`src/rtl/exec_system_mc_if.sv`:
```
// exec_system_mc_if: bundles every signal of the SYSTEM execute unit other than
// clk/rst.
//   master : issue stage / CSR file / MMU / writeback side (drives requests and
//            responses into the unit)
//   slave  : the execute unit itself
// Signal groups:
//   issue   in_valid/in_ready, flush, decoded fields, rs1_data, rs2_data
//   arch    privilege_mode, mstatus, mepc, sepc, irq_pending
//   csr     csr_valid/addr/funct3/uimm/wdata out, csr_exception/cause/result in
//   tlb     tlb_flush_req/vaddr/asid out, tlb_flush_ack in
//   result  out_* registered result and xRET side effects
interface exec_system_mc_if #(
  parameter int XLEN = 64
);
  logic            in_valid;
  logic            in_ready;
  logic            flush;
  logic [2:0]      funct3;
  logic [4:0]      rd;
  logic [4:0]      rs1;
  logic [4:0]      rs2;
  logic [6:0]      funct7;
  logic [11:0]     i_imm;
  logic [XLEN-1:0] rs1_data;
  // rs2 register value; only its low 16 bits are used, as the SFENCE.VMA ASID
  logic [XLEN-1:0] rs2_data;
  logic [1:0]      privilege_mode;
  logic [XLEN-1:0] mstatus;
  logic [XLEN-1:0] mepc;
  logic [XLEN-1:0] sepc;
  logic            irq_pending;

  logic            csr_valid;
  logic [11:0]     csr_addr;
  logic [2:0]      csr_funct3;
  logic [4:0]      csr_uimm;
  logic [XLEN-1:0] csr_wdata;
  logic            csr_exception;
  logic [3:0]      csr_cause;
  logic [XLEN-1:0] csr_result;

  logic            tlb_flush_req;
  logic [XLEN-1:0] tlb_flush_vaddr;
  logic [15:0]     tlb_flush_asid;
  logic            tlb_flush_ack;

  logic            out_valid;
  logic            out_exception;
  logic [3:0]      out_trap_cause;
  logic            out_is_xret;
  logic [XLEN-1:0] out_result;
  logic            out_update_mstatus;
  logic [XLEN-1:0] out_new_mstatus;
  logic [1:0]      out_new_priv;

  modport master (
    output in_valid, flush, funct3, rd, rs1, rs2, funct7, i_imm, rs1_data, rs2_data,
           privilege_mode, mstatus, mepc, sepc, irq_pending,
           csr_exception, csr_cause, csr_result, tlb_flush_ack,
    input  in_ready, csr_valid, csr_addr, csr_funct3, csr_uimm, csr_wdata,
           tlb_flush_req, tlb_flush_vaddr, tlb_flush_asid,
           out_valid, out_exception, out_trap_cause, out_is_xret, out_result,
           out_update_mstatus, out_new_mstatus, out_new_priv
  );

  modport slave (
    input  in_valid, flush, funct3, rd, rs1, rs2, funct7, i_imm, rs1_data, rs2_data,
           privilege_mode, mstatus, mepc, sepc, irq_pending,
           csr_exception, csr_cause, csr_result, tlb_flush_ack,
    output in_ready, csr_valid, csr_addr, csr_funct3, csr_uimm, csr_wdata,
           tlb_flush_req, tlb_flush_vaddr, tlb_flush_asid,
           out_valid, out_exception, out_trap_cause, out_is_xret, out_result,
           out_update_mstatus, out_new_mstatus, out_new_priv
  );
endinterface

```
`src/rtl/exec_system_mc.sv`:
```
// exec_system_mc: multi-cycle SYSTEM execute unit (ECALL, EBREAK, MRET, SRET,
// WFI, SFENCE.VMA, Zicsr through an external CSR file).
// Ports:
//   clk  clock
//   rst  synchronous, active-high reset
//   bus  exec_system_mc_if.slave (issue handshake, CSR request/response,
//        TLB flush handshake, registered result)
// Single-cycle ops report one cycle after accept. WFI without a pending
// interrupt parks in WFI_WAIT; a legal SFENCE.VMA parks in FENCE_WAIT with the
// TLB flush request held until acknowledged. flush kills whatever is in flight.
module exec_system_mc #(
  parameter int XLEN      = 64,
  parameter bit HAS_SMODE = 1'b1,
  parameter bit HAS_UMODE = 1'b1
) (
  input logic             clk,
  input logic             rst,
  exec_system_mc_if.slave bus
);
  typedef enum logic [1:0] {IDLE = 2'd0, WFI_WAIT = 2'd1, FENCE_WAIT = 2'd2} state_e;

  // Everything reported alongside out_valid; held between results.
  typedef struct packed {
    logic            exception;
    logic [3:0]      cause;
    logic            is_xret;
    logic            upd;
    logic [XLEN-1:0] result;
    logic [XLEN-1:0] mstatus;
    logic [1:0]      priv;
  } out_t;

  localparam logic [3:0] CAUSE_ILL = 4'd2;
  localparam logic [3:0] CAUSE_BRK = 4'd3;
  localparam logic [3:0] CAUSE_ECU = 4'd8;
  localparam logic [3:0] CAUSE_ECS = 4'd9;
  localparam logic [3:0] CAUSE_ECM = 4'd11;
  localparam logic [1:0] PRV_U = 2'd0;
  localparam logic [1:0] PRV_S = 2'd1;
  localparam logic [1:0] PRV_M = 2'd3;

  state_e          state_q, state_d;
  logic            vld_q, vld_d;
  out_t            out_q, out_d, res;
  logic [XLEN-1:0] vaddr_q, vaddr_d;
  logic [15:0]     asid_q, asid_d;

  logic accept, priv0;
  logic is_csr, is_ecall, is_ebreak, is_mret, is_sret, is_wfi, is_sfence;
  logic sret_ok, wfi_trap, sfence_ok;
  logic [XLEN-1:0] mret_ms, sret_ms;

  assign bus.in_ready = (state_q == IDLE);
  // A flush in the accept cycle cancels the accept outright.
  assign accept = bus.in_valid && (state_q == IDLE) && !bus.flush;

  // Decode. All funct3=0 forms need rd=0; the non-SFENCE ones also need rs1=0.
  always_comb begin
    priv0     = (bus.funct3 == 3'd0) && (bus.rd == 5'd0);
    is_csr    = (bus.funct3 != 3'd0) && (bus.funct3 != 3'd4);
    is_sfence = priv0 && (bus.funct7 == 7'b0001001);
    is_ecall  = priv0 && (bus.rs1 == 5'd0) && (bus.i_imm == 12'h000);
    is_ebreak = priv0 && (bus.rs1 == 5'd0) && (bus.i_imm == 12'h001);
    is_sret   = priv0 && (bus.rs1 == 5'd0) && (bus.i_imm == 12'h102);
    is_wfi    = priv0 && (bus.rs1 == 5'd0) && (bus.i_imm == 12'h105);
    is_mret   = priv0 && (bus.rs1 == 5'd0) && (bus.i_imm == 12'h302);
  end

  // Privilege checks: TSR=bit22, TW=bit21, TVM=bit20.
  always_comb begin
    sret_ok   = HAS_SMODE && (bus.privilege_mode != PRV_U) &&
                !((bus.privilege_mode == PRV_S) && bus.mstatus[22]);
    wfi_trap  = (bus.privilege_mode != PRV_M) && bus.mstatus[21];
    sfence_ok = HAS_SMODE && (bus.privilege_mode != PRV_U) &&
                !((bus.privilege_mode == PRV_S) && bus.mstatus[20]);
  end

  // mstatus after xRET. Without U-mode MPP can only ever hold M.
  always_comb begin
    mret_ms        = bus.mstatus;
    mret_ms[3]     = bus.mstatus[7];
    mret_ms[7]     = 1'b1;
    mret_ms[12:11] = HAS_UMODE ? PRV_U : PRV_M;
    sret_ms        = bus.mstatus;
    sret_ms[1]     = bus.mstatus[5];
    sret_ms[5]     = 1'b1;
    sret_ms[8]     = 1'b0;
  end

  assign bus.csr_valid  = accept && is_csr;
  assign bus.csr_addr   = bus.i_imm;
  assign bus.csr_funct3 = bus.funct3;
  assign bus.csr_uimm   = bus.rs1;
  assign bus.csr_wdata  = bus.rs1_data;

  always_comb begin
    state_d = state_q;
    vld_d   = 1'b0;
    out_d   = out_q;
    vaddr_d = vaddr_q;
    asid_d  = asid_q;
    // Candidate result: clean completion, mstatus/priv side effects held.
    res           = out_q;
    res.exception = 1'b0;
    res.cause     = '0;
    res.is_xret   = 1'b0;
    res.upd       = 1'b0;
    res.result    = '0;

    case (state_q)
      IDLE: if (accept) begin
        vld_d = 1'b1;
        if (is_csr) begin
          res.exception = bus.csr_exception;
          res.cause     = bus.csr_cause;
          res.result    = bus.csr_result;
        end else if (is_ecall) begin
          res.exception = 1'b1;
          case (bus.privilege_mode)
            PRV_U:   res.cause = CAUSE_ECU;
            PRV_S:   res.cause = CAUSE_ECS;
            default: res.cause = CAUSE_ECM;
          endcase
        end else if (is_ebreak) begin
          res.exception = 1'b1;
          res.cause     = CAUSE_BRK;
        end else if (is_mret) begin
          res.is_xret = 1'b1;
          if (bus.privilege_mode == PRV_M) begin
            res.result  = bus.mepc;
            res.upd     = 1'b1;
            res.mstatus = mret_ms;
            res.priv    = bus.mstatus[12:11];
          end else begin
            res.exception = 1'b1;
            res.cause     = CAUSE_ILL;
          end
        end else if (is_sret) begin
          res.is_xret = 1'b1;
          if (sret_ok) begin
            res.result  = bus.sepc;
            res.upd     = 1'b1;
            res.mstatus = sret_ms;
            res.priv    = {1'b0, bus.mstatus[8]};
          end else begin
            res.exception = 1'b1;
            res.cause     = CAUSE_ILL;
          end
        end else if (is_wfi) begin
          if (wfi_trap) begin
            res.exception = 1'b1;
            res.cause     = CAUSE_ILL;
          end else if (!bus.irq_pending) begin
            vld_d   = 1'b0;
            state_d = WFI_WAIT;
          end
        end else if (is_sfence) begin
          if (!sfence_ok) begin
            res.exception = 1'b1;
            res.cause     = CAUSE_ILL;
          end else begin
            vld_d   = 1'b0;
            state_d = FENCE_WAIT;
            vaddr_d = (bus.rs1 != 5'd0) ? bus.rs1_data : '0;
            asid_d  = (bus.rs2 != 5'd0) ? bus.rs2_data[15:0] : 16'd0;
          end
        end else begin
          res.exception = 1'b1;
          res.cause     = CAUSE_ILL;
        end
      end
      // flush outranks the wake-up / ack arriving in the same cycle.
      WFI_WAIT: begin
        if (bus.flush) state_d = IDLE;
        else if (bus.irq_pending) begin
          state_d = IDLE;
          vld_d   = 1'b1;
        end
      end
      FENCE_WAIT: begin
        if (bus.flush) state_d = IDLE;
        else if (bus.tlb_flush_ack) begin
          state_d = IDLE;
          vld_d   = 1'b1;
        end
      end
      default: state_d = IDLE;
    endcase

    // Fields only move when a result is actually reported.
    if (vld_d) out_d = res;
  end

  always_ff @(posedge clk) begin
    if (rst) begin
      state_q <= IDLE;
      vld_q   <= 1'b0;
      out_q   <= '0;
      vaddr_q <= '0;
      asid_q  <= '0;
    end else begin
      state_q <= state_d;
      vld_q   <= vld_d;
      out_q   <= out_d;
      vaddr_q <= vaddr_d;
      asid_q  <= asid_d;
    end
  end

  // The request is a pure function of state, so it stays stable while waiting.
  assign bus.tlb_flush_req   = (state_q == FENCE_WAIT);
  assign bus.tlb_flush_vaddr = vaddr_q;
  assign bus.tlb_flush_asid  = asid_q;

  assign bus.out_valid          = vld_q;
  assign bus.out_exception      = out_q.exception;
  assign bus.out_trap_cause     = out_q.cause;
  assign bus.out_is_xret        = out_q.is_xret;
  assign bus.out_result         = out_q.result;
  assign bus.out_update_mstatus = vld_q && out_q.upd;
  assign bus.out_new_mstatus    = out_q.mstatus;
  assign bus.out_new_priv       = out_q.priv;
endmodule

```
`src/flat_wrapper.sv`:
```
// flat-port wrapper written by rule: the top's interface ports become plain ports
module exec_system_mc_flat 
#(
  parameter int XLEN      = 64,
  parameter bit HAS_SMODE = 1'b1,
  parameter bit HAS_UMODE = 1'b1
)
  (clk, rst, bus_in_valid, bus_flush, bus_funct3, bus_rd, bus_rs1, bus_rs2, bus_funct7, bus_i_imm, bus_rs1_data, bus_rs2_data, bus_privilege_mode, bus_mstatus, bus_mepc, bus_sepc, bus_irq_pending, bus_csr_exception, bus_csr_cause, bus_csr_result, bus_tlb_flush_ack, bus_in_ready, bus_csr_valid, bus_csr_addr, bus_csr_funct3, bus_csr_uimm, bus_csr_wdata, bus_tlb_flush_req, bus_tlb_flush_vaddr, bus_tlb_flush_asid, bus_out_valid, bus_out_exception, bus_out_trap_cause, bus_out_is_xret, bus_out_result, bus_out_update_mstatus, bus_out_new_mstatus, bus_out_new_priv);
  exec_system_mc_if #(.XLEN(XLEN)) bus_i ();
  input logic clk;
  input logic rst;
  input wire logic [$bits(bus_i.in_valid)-1:0] bus_in_valid;
  input wire logic [$bits(bus_i.flush)-1:0] bus_flush;
  input wire logic [$bits(bus_i.funct3)-1:0] bus_funct3;
  input wire logic [$bits(bus_i.rd)-1:0] bus_rd;
  input wire logic [$bits(bus_i.rs1)-1:0] bus_rs1;
  input wire logic [$bits(bus_i.rs2)-1:0] bus_rs2;
  input wire logic [$bits(bus_i.funct7)-1:0] bus_funct7;
  input wire logic [$bits(bus_i.i_imm)-1:0] bus_i_imm;
  input wire logic [$bits(bus_i.rs1_data)-1:0] bus_rs1_data;
  input wire logic [$bits(bus_i.rs2_data)-1:0] bus_rs2_data;
  input wire logic [$bits(bus_i.privilege_mode)-1:0] bus_privilege_mode;
  input wire logic [$bits(bus_i.mstatus)-1:0] bus_mstatus;
  input wire logic [$bits(bus_i.mepc)-1:0] bus_mepc;
  input wire logic [$bits(bus_i.sepc)-1:0] bus_sepc;
  input wire logic [$bits(bus_i.irq_pending)-1:0] bus_irq_pending;
  input wire logic [$bits(bus_i.csr_exception)-1:0] bus_csr_exception;
  input wire logic [$bits(bus_i.csr_cause)-1:0] bus_csr_cause;
  input wire logic [$bits(bus_i.csr_result)-1:0] bus_csr_result;
  input wire logic [$bits(bus_i.tlb_flush_ack)-1:0] bus_tlb_flush_ack;
  output wire logic [$bits(bus_i.in_ready)-1:0] bus_in_ready;
  output wire logic [$bits(bus_i.csr_valid)-1:0] bus_csr_valid;
  output wire logic [$bits(bus_i.csr_addr)-1:0] bus_csr_addr;
  output wire logic [$bits(bus_i.csr_funct3)-1:0] bus_csr_funct3;
  output wire logic [$bits(bus_i.csr_uimm)-1:0] bus_csr_uimm;
  output wire logic [$bits(bus_i.csr_wdata)-1:0] bus_csr_wdata;
  output wire logic [$bits(bus_i.tlb_flush_req)-1:0] bus_tlb_flush_req;
  output wire logic [$bits(bus_i.tlb_flush_vaddr)-1:0] bus_tlb_flush_vaddr;
  output wire logic [$bits(bus_i.tlb_flush_asid)-1:0] bus_tlb_flush_asid;
  output wire logic [$bits(bus_i.out_valid)-1:0] bus_out_valid;
  output wire logic [$bits(bus_i.out_exception)-1:0] bus_out_exception;
  output wire logic [$bits(bus_i.out_trap_cause)-1:0] bus_out_trap_cause;
  output wire logic [$bits(bus_i.out_is_xret)-1:0] bus_out_is_xret;
  output wire logic [$bits(bus_i.out_result)-1:0] bus_out_result;
  output wire logic [$bits(bus_i.out_update_mstatus)-1:0] bus_out_update_mstatus;
  output wire logic [$bits(bus_i.out_new_mstatus)-1:0] bus_out_new_mstatus;
  output wire logic [$bits(bus_i.out_new_priv)-1:0] bus_out_new_priv;
  assign bus_i.in_valid = bus_in_valid;
  assign bus_i.flush = bus_flush;
  assign bus_i.funct3 = bus_funct3;
  assign bus_i.rd = bus_rd;
  assign bus_i.rs1 = bus_rs1;
  assign bus_i.rs2 = bus_rs2;
  assign bus_i.funct7 = bus_funct7;
  assign bus_i.i_imm = bus_i_imm;
  assign bus_i.rs1_data = bus_rs1_data;
  assign bus_i.rs2_data = bus_rs2_data;
  assign bus_i.privilege_mode = bus_privilege_mode;
  assign bus_i.mstatus = bus_mstatus;
  assign bus_i.mepc = bus_mepc;
  assign bus_i.sepc = bus_sepc;
  assign bus_i.irq_pending = bus_irq_pending;
  assign bus_i.csr_exception = bus_csr_exception;
  assign bus_i.csr_cause = bus_csr_cause;
  assign bus_i.csr_result = bus_csr_result;
  assign bus_i.tlb_flush_ack = bus_tlb_flush_ack;
  assign bus_in_ready = bus_i.in_ready;
  assign bus_csr_valid = bus_i.csr_valid;
  assign bus_csr_addr = bus_i.csr_addr;
  assign bus_csr_funct3 = bus_i.csr_funct3;
  assign bus_csr_uimm = bus_i.csr_uimm;
  assign bus_csr_wdata = bus_i.csr_wdata;
  assign bus_tlb_flush_req = bus_i.tlb_flush_req;
  assign bus_tlb_flush_vaddr = bus_i.tlb_flush_vaddr;
  assign bus_tlb_flush_asid = bus_i.tlb_flush_asid;
  assign bus_out_valid = bus_i.out_valid;
  assign bus_out_exception = bus_i.out_exception;
  assign bus_out_trap_cause = bus_i.out_trap_cause;
  assign bus_out_is_xret = bus_i.out_is_xret;
  assign bus_out_result = bus_i.out_result;
  assign bus_out_update_mstatus = bus_i.out_update_mstatus;
  assign bus_out_new_mstatus = bus_i.out_new_mstatus;
  assign bus_out_new_priv = bus_i.out_new_priv;
  exec_system_mc #(.XLEN(XLEN), .HAS_SMODE(HAS_SMODE), .HAS_UMODE(HAS_UMODE)) u_core (.clk(clk), .rst(rst), .bus(bus_i));
endmodule
```
`config.mk`:
```
export PLATFORM = sky130hd
export DESIGN_NAME = exec_system_mc_flat
export DESIGN_NICKNAME = d
export VERILOG_FILES = /design/src/rtl/exec_system_mc_if.sv /design/src/rtl/exec_system_mc.sv /design/src/flat_wrapper.sv
export SDC_FILE = /design/constraint.sdc
export NUM_CORES = 1
export LEC_CHECK = 0
export CAP_MARGIN = 40
export CORE_AREA = 10 10 283 285
export CTS_BUF_LIST = sky130_fd_sc_hd__clkbuf_4
export CTS_CLUSTER_DIAMETER = 100
export CTS_CLUSTER_SIZE = 8
export DETAILED_ROUTE_END_ITERATION = 8
export DIE_AREA = 0 0 293 295
export GPL_TIMING_DRIVEN = 0
export PLACE_DENSITY = 0.4
export SYNTH_ARGS = -nofsm -noshare
export SYNTH_HDL_FRONTEND = slang
export SYNTH_SLANG_ARGS = --single-unit
export TNS_END_PERCENT = 10
```
`constraint.sdc`:
```
create_clock -name clk -period 3.2 [get_ports clk]
set_input_delay 0.96 -clock clk [delete_from_list [all_inputs] [get_ports clk]]
set_output_delay 0.96 -clock clk [all_outputs]
set_load 0.05 [all_outputs]
```
==> impl_metrics.yaml, run 1 <==
floorplan:
  die_y_um: 295
  rows: 100
  initial_core_util_pct: 15.57
  dieWidth_um: 293
  die-area_sq_um: 86440
  pin_count: 739
  core_sq_um: 74200
timing:
  slew_headroom_pct: 45.03
  period_needed_ns: 3.162
  finalCritPeriodShare_pct: 98.80
  finalSetupViolations: 0
  final-hold-violation-count: 0
  fmax_mhz: 316.3
  slew_violations: 0
  finalWorstSetupSlack_ns: 0.03836
  fin_skew_ns: 0.02000
  rsz0062_at_grt: "true"
  tightestPinTransition_ns: 0.8246
route:
  drtIter0Drc: 425
  wl_per_cell_um: 22.73
  wirelength_mm: 69.59
  num_vias: 12350
  routed_via_density: 4.034
  route.detailed.drc: 0
  ant_nets: 0
  drtPass1Iterations: 5
clocking:
  clock-root-buffer: "clkbuf_4"
  holdBufCountCts: 0
  clk_latency_ns: 0.70
  h-tree-depth: 2
  cts_made_buffers: 34
  cts.path.max_buffers: 3
  cts_tree: "done"
  path_clk_slew_ns: 0.09
  cts.sinks: 220
worst_setup_path:
  worstPathRequired_ns: 3.82
  reg2reg_to: "u_core.bus.tlb_flush_vaddr[50]"
  reg2reg_from: "u_core.state_q[1]"
  path_max_fanout: 10
  critPathLaunch: "bus_funct3[1]"
  end_kind: "flip-flop"
  worstSetupStartpointType: "input port"
  worstRegToRegCells: 9
  worstSetupPathType: "input port to flip-flop"
  r2r_setup_slack_ns: 0.71
  cp.arrival_ns: 3.78
placement:
  place_congestion: 0.8450
  port_buffers: 689
  place_hpwl_mm: 58.59
  placed_cells: 2996
  place_ws_ns: -1.773
pwr:
  power_frac_seq_pct: 46.5
  power.internal_w: 0.004085
  p_sw_w: 0.001924
  power_frac_comb_pct: 25.8
  power.density_nw_per_um2: 298.4
  pwr-share-clk_pct: 27.6
  vdd.ir_drop.worst_uv: 127.3
  leakage_nw: 7.487
  netSwitchingFraction_pct: 32.01
grt:
  grt_max_degree: 11
  grt_pass1_wl_mm: 96.41
  grt_use_total_pct: 15.33
  grt_pass1_vias: 13490
  overflow: 0
  antenna_found_initial: 14
outcome:
  status: "finished clean"
logic_synthesis:
  ys_seq_elements: 220
  yosysUniqueCellTypes: 55
  yosys_warnings: 0
  synthArstFlopShare_pct: 0
  synthFlopType: "dfxtp_1"
  netlist_area_sq_um: 11550
  ys_seq_area_share_pct: 38.12
  synth_nets: 1761
  syn_inst: 1327
  syn_area_per_cell_sq_um: 8.706
  synth_edf_count: 0
worst_hold_path:
  hold_depth: 2
  hold_path_class: "flip-flop to flip-flop"
  min_to: "u_core.bus.out_new_mstatus[31]"
  hp-start: "u_core.bus.out_new_mstatus[31]"
layout:
  utilization_pct: 27.14
  nets: 2513
  fillers: 8060
  seqCellArea_sq_um: 4404
  syn2layout_area_growth_pct: 74.31
  instances_no_fill: 3061
  multi_input_area_sq_um: 5056
  final_layout_size_suffix_gt1_share_pct: 29.27
run:
  drv_cap: 0
[registers in the layout, indices dropped and copies added (netlist names)]
register and cells:
u_core.bus.out_is_xret 1, u_core.bus.out_valid 1, u_core.bus.out_exception 1, u_core.bus.tlb_flush_vaddr 64, u_core.bus.tlb_flush_asid 16, u_core.out_q 1, u_core.bus.out_new_mstatus 64, u_core.state_q 2
u_core.bus.out_result 64, u_core.bus.out_trap_cause 4, u_core.bus.out_new_priv 2
[through the flow]
step | hold WS, ns | TNS, ns | instance area [sq um] | total power, W
after global routing | 0.4707 | -0.1568 | 20130 | 0.006345
after detailed placement | 0.4438 | -325.06 | 19780 | 0.004435
final | 0.4541 | 0 | 20140 | 0.006008
after global placement | 0.4392 | -470.23 | 19660 | 0.004424
after floorplan | 0.4322 | 0 | 11550 | 0.003558
after CTS | 0.4585 | -1.950 | 20010 | 0.006201
[worst max-delay path by stage]
stage                                          end  slack, ns  cells past startpoint
finish                   u_core.bus.out_result[37]       0.04                     10
global route        u_core.bus.out_new_mstatus[31]      -0.02                     10
CTS                                  bus_csr_valid      -0.18                      4
detailed placement    u_core.bus.tlb_flush_asid[6]      -1.77                      9
global placement      u_core.bus.tlb_flush_asid[4]      -2.54                      9
floorplan                            bus_csr_valid       0.18                      2
[final cells by class]
class | count | share of cell area (%)
Antenna cell | 8 | 0.09942
Clock buffer | 37 | 1.379
Tap cell | 969 | 6.021
Sequential cell | 220 | 21.87
Buffer | 319 | 10.95
Multi-Input combinational cell | 785 | 25.11
Inverter | 2 | 0.03728
Clock inverter | 4 | 0.09942
Timing Repair Buffer | 717 | 34.43
[kinds of logic after synthesis]
logic type | after synthesis | synth area share, %
and+or+nand+nor | 417 | 19.18
DFF | 220 | 38.12
muxes | 1 | 0.08665
buffers and inverters | 322 | 18.78
AOI/OAI and AO/OA | 367 | 23.83
[power groups by stage]
stage,combinational [W],sequential [W],clock [W]
2_1_floorplan,0.000699,0.00286,0
3_3_place_gp,0.00156,0.00286,0
3_5_place_dp,0.00158,0.00286,0
4_1_cts,0.00157,0.00280,0.00183
5_1_grt,0.00163,0.00280,0.00191
6_report,0.00155,0.00280,0.00166
[per-layer routing]
metal	track usage, %	routed length (um)	part of all wire, %	vias to the layer above
met2	27.82	35450	51	449
met4	4.162	1521	2.2	12
met1	16.68	27030	39	5868
met5	0	69	0.099	-
li1	-	-	-	5936
met3	5.356	5506	7.9	82
[cell usage after synthesis, types with 2 or more instances]
cell	count	share of area, %
a31o_2	46	3.5
and2_1	2	0.11
buf_6	9	0.88
buf_12	3	0.52
nor4_4	4	0.74
buf_4	220	14
a211o_1	2	0.15
or2_2	4	0.22
nor4b_1	2	0.15
nand3_2	40	3.5
a211oi_1	3	0.19
nor3b_1	2	0.13
nor4_1	2	0.11
nor3_1	12	0.52
buf_1	4	0.13
nor2_1	24	0.78
nand3_1	48	2.1
a22oi_1	2	0.13
a22o_1	20	1.5
o2bb2ai_1	35	2.7
and3_1	47	2.5
clkbuf_1	69	2.2
buf_2	15	0.65
nand4_1	3	0.16
a21oi_1	170	7.4
a21oi_2	40	3.0
nor2b_1	3	0.16
or4b_2	2	0.17
inv_1	2	0.065
o2bb2ai_2	30	3.9
o21ai_0	5	0.22
a221oi_1	3	0.23
dfxtp_1	220	38
nand2_1	213	6.9
[worst max-delay path, cell delays in order]
cell and delay (ns):
clkdlybuf4s50_1 0.56, nor4_4 0.31, buf_4 0.20, nand2_1 0.10, o32a_1 0.43, o41ai_4 0.45, and2b_2 0.26, buf_6 0.20
buf_12 0.18, o2bb2ai_2 0.11
[placed cells by master, fill, tap and decap left out, types with 2 or more instances in the layout]
master,n
clkbuf_2,19
a22oi_1,2
a21oi_2,40
and3_1,47
clkinv_1,2
nand2_1,213
buf_2,21
o2bb2ai_2,30
buf_8,3
dlymetal6s2s_1,3
buf_4,326
a21oi_1,170
buf_6,13
inv_1,2
nor3_1,9
clkbuf_4,40
a22o_1,20
buf_12,3
nand3_1,48
clkdlybuf4s50_1,600
or2_2,4
clkbuf_1,44
nand3_2,40
a211oi_1,2
a211o_1,2
nor2b_1,3
nor3_2,3
o2bb2ai_1,35
diode_2,8
nor4_2,2
dfxtp_1,220
and2_1,2
nand4_1,3
a221oi_1,3
nor4_4,5
nor2_1,22
a31o_2,46
o21ai_0,5
[timing repair]
action	in CTS	in global routing
buffers inserted	9	8
pin swaps	7	6
endpoints found under the setup margin	303	181
gates resized for setup	129	37
Note: power is estimated with default switching activity, not from simulation.
==> inputs of run 2 (changes only) <==
--- a/config.mk
+++ b/config.mk
@@ -5,7 +5,7 @@
 export SDC_FILE = /design/constraint.sdc
 export NUM_CORES = 1
 export LEC_CHECK = 0
-export CAP_MARGIN = 40
+export CAP_MARGIN = 25
 export CORE_AREA = 10 10 283 285
 export CTS_BUF_LIST = sky130_fd_sc_hd__clkbuf_4
 export CTS_CLUSTER_DIAMETER = 100
==> impl_metrics.yaml, run 2 (synthesis results as in run 1) <==
timing:
  tightestPinTransition_ns: 0.8954
  finalCritPeriodShare_pct: 100.6
  finalWorstSetupSlack_ns: -0.01898
  final-hold-violation-count: 0
  slew_headroom_pct: 40.31
  fmax_mhz: 310.7
  finalSetupViolations: 9
  slew_violations: 0
  fin_skew_ns: 0.03752
  rsz0062_at_grt: "true"
  period_needed_ns: 3.219
pwr:
  vdd.ir_drop.worst_uv: 126.5
  leakage_nw: 7.435
  netSwitchingFraction_pct: 31.54
  total_power_w: 0.006074
  power_frac_comb_pct: 25.5
  power_frac_seq_pct: 46.0
  p_sw_w: 0.001916
  pwr-share-clk_pct: 28.5
  power.density_nw_per_um2: 302.5
  power.internal_w: 0.004158
grt:
  grt_pass1_wl_mm: 96.82
  grt_pass1_vias: 13550
  antenna_found_initial: 17
  overflow: 0
  grt_max_degree: 11
  grt_use_total_pct: 15.42
worst_setup_path:
  path_max_fanout: 10
  worstPathRequired_ns: 3.76
  worstSetupPathType: "input port to flip-flop"
  end_kind: "flip-flop"
  cp.arrival_ns: 3.78
  worstSetupStartpointType: "input port"
clocking:
  cts_tree: "done"
  cts.path.max_buffers: 3
  path_clk_slew_ns: 0.10
  cts.sinks: 220
  cts_made_buffers: 34
  clock-root-buffer: "clkbuf_4"
  clk_latency_ns: 0.72
  h-tree-depth: 2
  holdBufCountCts: 0
route:
  wirelength_mm: 69.65
  num_vias: 12320
  routed_via_density: 4.037
  drtPass1Iterations: 5
  route.detailed.drc: 0
  ant_nets: 0
  drtIter0Drc: 479
  wl_per_cell_um: 22.82
layout:
  multi_input_area_sq_um: 5061
  final_layout_size_suffix_gt1_share_pct: 28.71
  seqCellArea_sq_um: 4404
  final_common_cell: "clkdlybuf4s50_1"
  fin_area_sq_um: 20080
  nets: 2505
  final_cell_mix: "595 x clkdlybuf4s50_1, 320 x buf_4, 220 x dfxtp_1, 213 x nand2_1, 170 x a21oi_1"
  syn2layout_area_growth_pct: 73.78
  fillers: 8041
floorplan:
  die-area_sq_um: 86440
  rows: 100
  dieWidth_um: 293
  core_sq_um: 74200
  pin_count: 739
  initial_core_util_pct: 15.57
  die_y_um: 295
placement:
  port_buffers: 689
  postPlaceCellArea_sq_um: 19710
  place_ws_ns: -1.891
  place_congestion: 0.8450
  place_hpwl_mm: 58.29
outcome:
  failed_checks: "setup timing"
  status: "complete, but fails checks"
run:
  drv_cap: 0
worst_hold_path:
  hold_path_class: "flip-flop to flip-flop"
## run 2: changes by cell type in the layout (fill, tap and decap cells not counted), moves of 2 or more
cell             delta
buf_4               -6
clkbuf_4            -2
clkbuf_1            +6
dlygate4sd2_1       +5
clkbuf_2            -3
clkdlybuf4s50_1     -5
buf_6               -4
## run 2: critical path, stage by stage
cell	delay [ns]
clkdlybuf4s50_1	0.66
nand4bb_1	0.57
nor3_2	0.58
o41ai_4	0.24
and2b_2	0.29
buf_6	0.17
buf_12	0.17
o2bb2ai_2	0.12
## run 2: final cells by class
cell class              instances  share of cell area, %
diodes                          7                0.08725
inverters                       2                0.03739
repair buffers                708                  34.15
clock buffers                  37                  1.384
well taps                     969                  6.039
flip-flops and latches        220                  21.94
clock inverters                 4                 0.2181
plain buffers                 320                  10.94
multi-input cells             785                  25.21
## run 2: routing by layer
metal  track usage (%)  vias to the layer above  wire length [um]
li1                  -                     5925                 -
met1             16.92                     5819             27250
met2             27.08                      466             34920
met3             5.416                       97              5527
met4             5.734                       14              1877
met5                 0                        -                86
## run 2: power by group through the flow
stage	Clock, W	Combinational, W	Sequential [W]
2_1_floorplan	0	0.000699	0.00286
3_3_place_gp	0	0.00156	0.00286
3_5_place_dp	0	0.00157	0.00286
4_1_cts	0.00190	0.00157	0.00280
5_1_grt	0.00199	0.00163	0.00280
6_report	0.00173	0.00155	0.00280
## run 2: path summary, 6_finish.rpt
check | cells past startpoint | start | endpoint | slack (ns)
worst max-delay path | 8 | bus_i_imm[0] | u_core.bus.out_result[44] | -0.02
worst min-delay path | 2 | u_core.bus.tlb_flush_vaddr[3] | u_core.bus.tlb_flush_vaddr[3] | 0.46
worst max register to register | 8 | u_core.state_q[1] | u_core.bus.out_new_mstatus[19] | 0.53
worst min register to register | 2 | u_core.bus.tlb_flush_vaddr[3] | u_core.bus.tlb_flush_vaddr[3] | 0.46
## run 2: metrics by stage
stage          utilization, %  hold slack (ns)  instances  setup TNS (ns)
2_1_floorplan               -           0.4322       1327               0
3_3_place_gp            26.50           0.4392       2985         -470.23
3_5_place_dp            26.57           0.4438       2989         -355.48
4_1_cts                 26.98           0.4593       3043         -0.2378
5_1_grt                 27.06           0.4701       3052         -0.6458
6_report                27.06           0.4571       3052        -0.06016
## run 2: what timing repair did
item	in CTS	in global routing
setup endpoints to repair	305	185
pin swaps	9	3
resized for setup	137	19
setup buffers	13	2
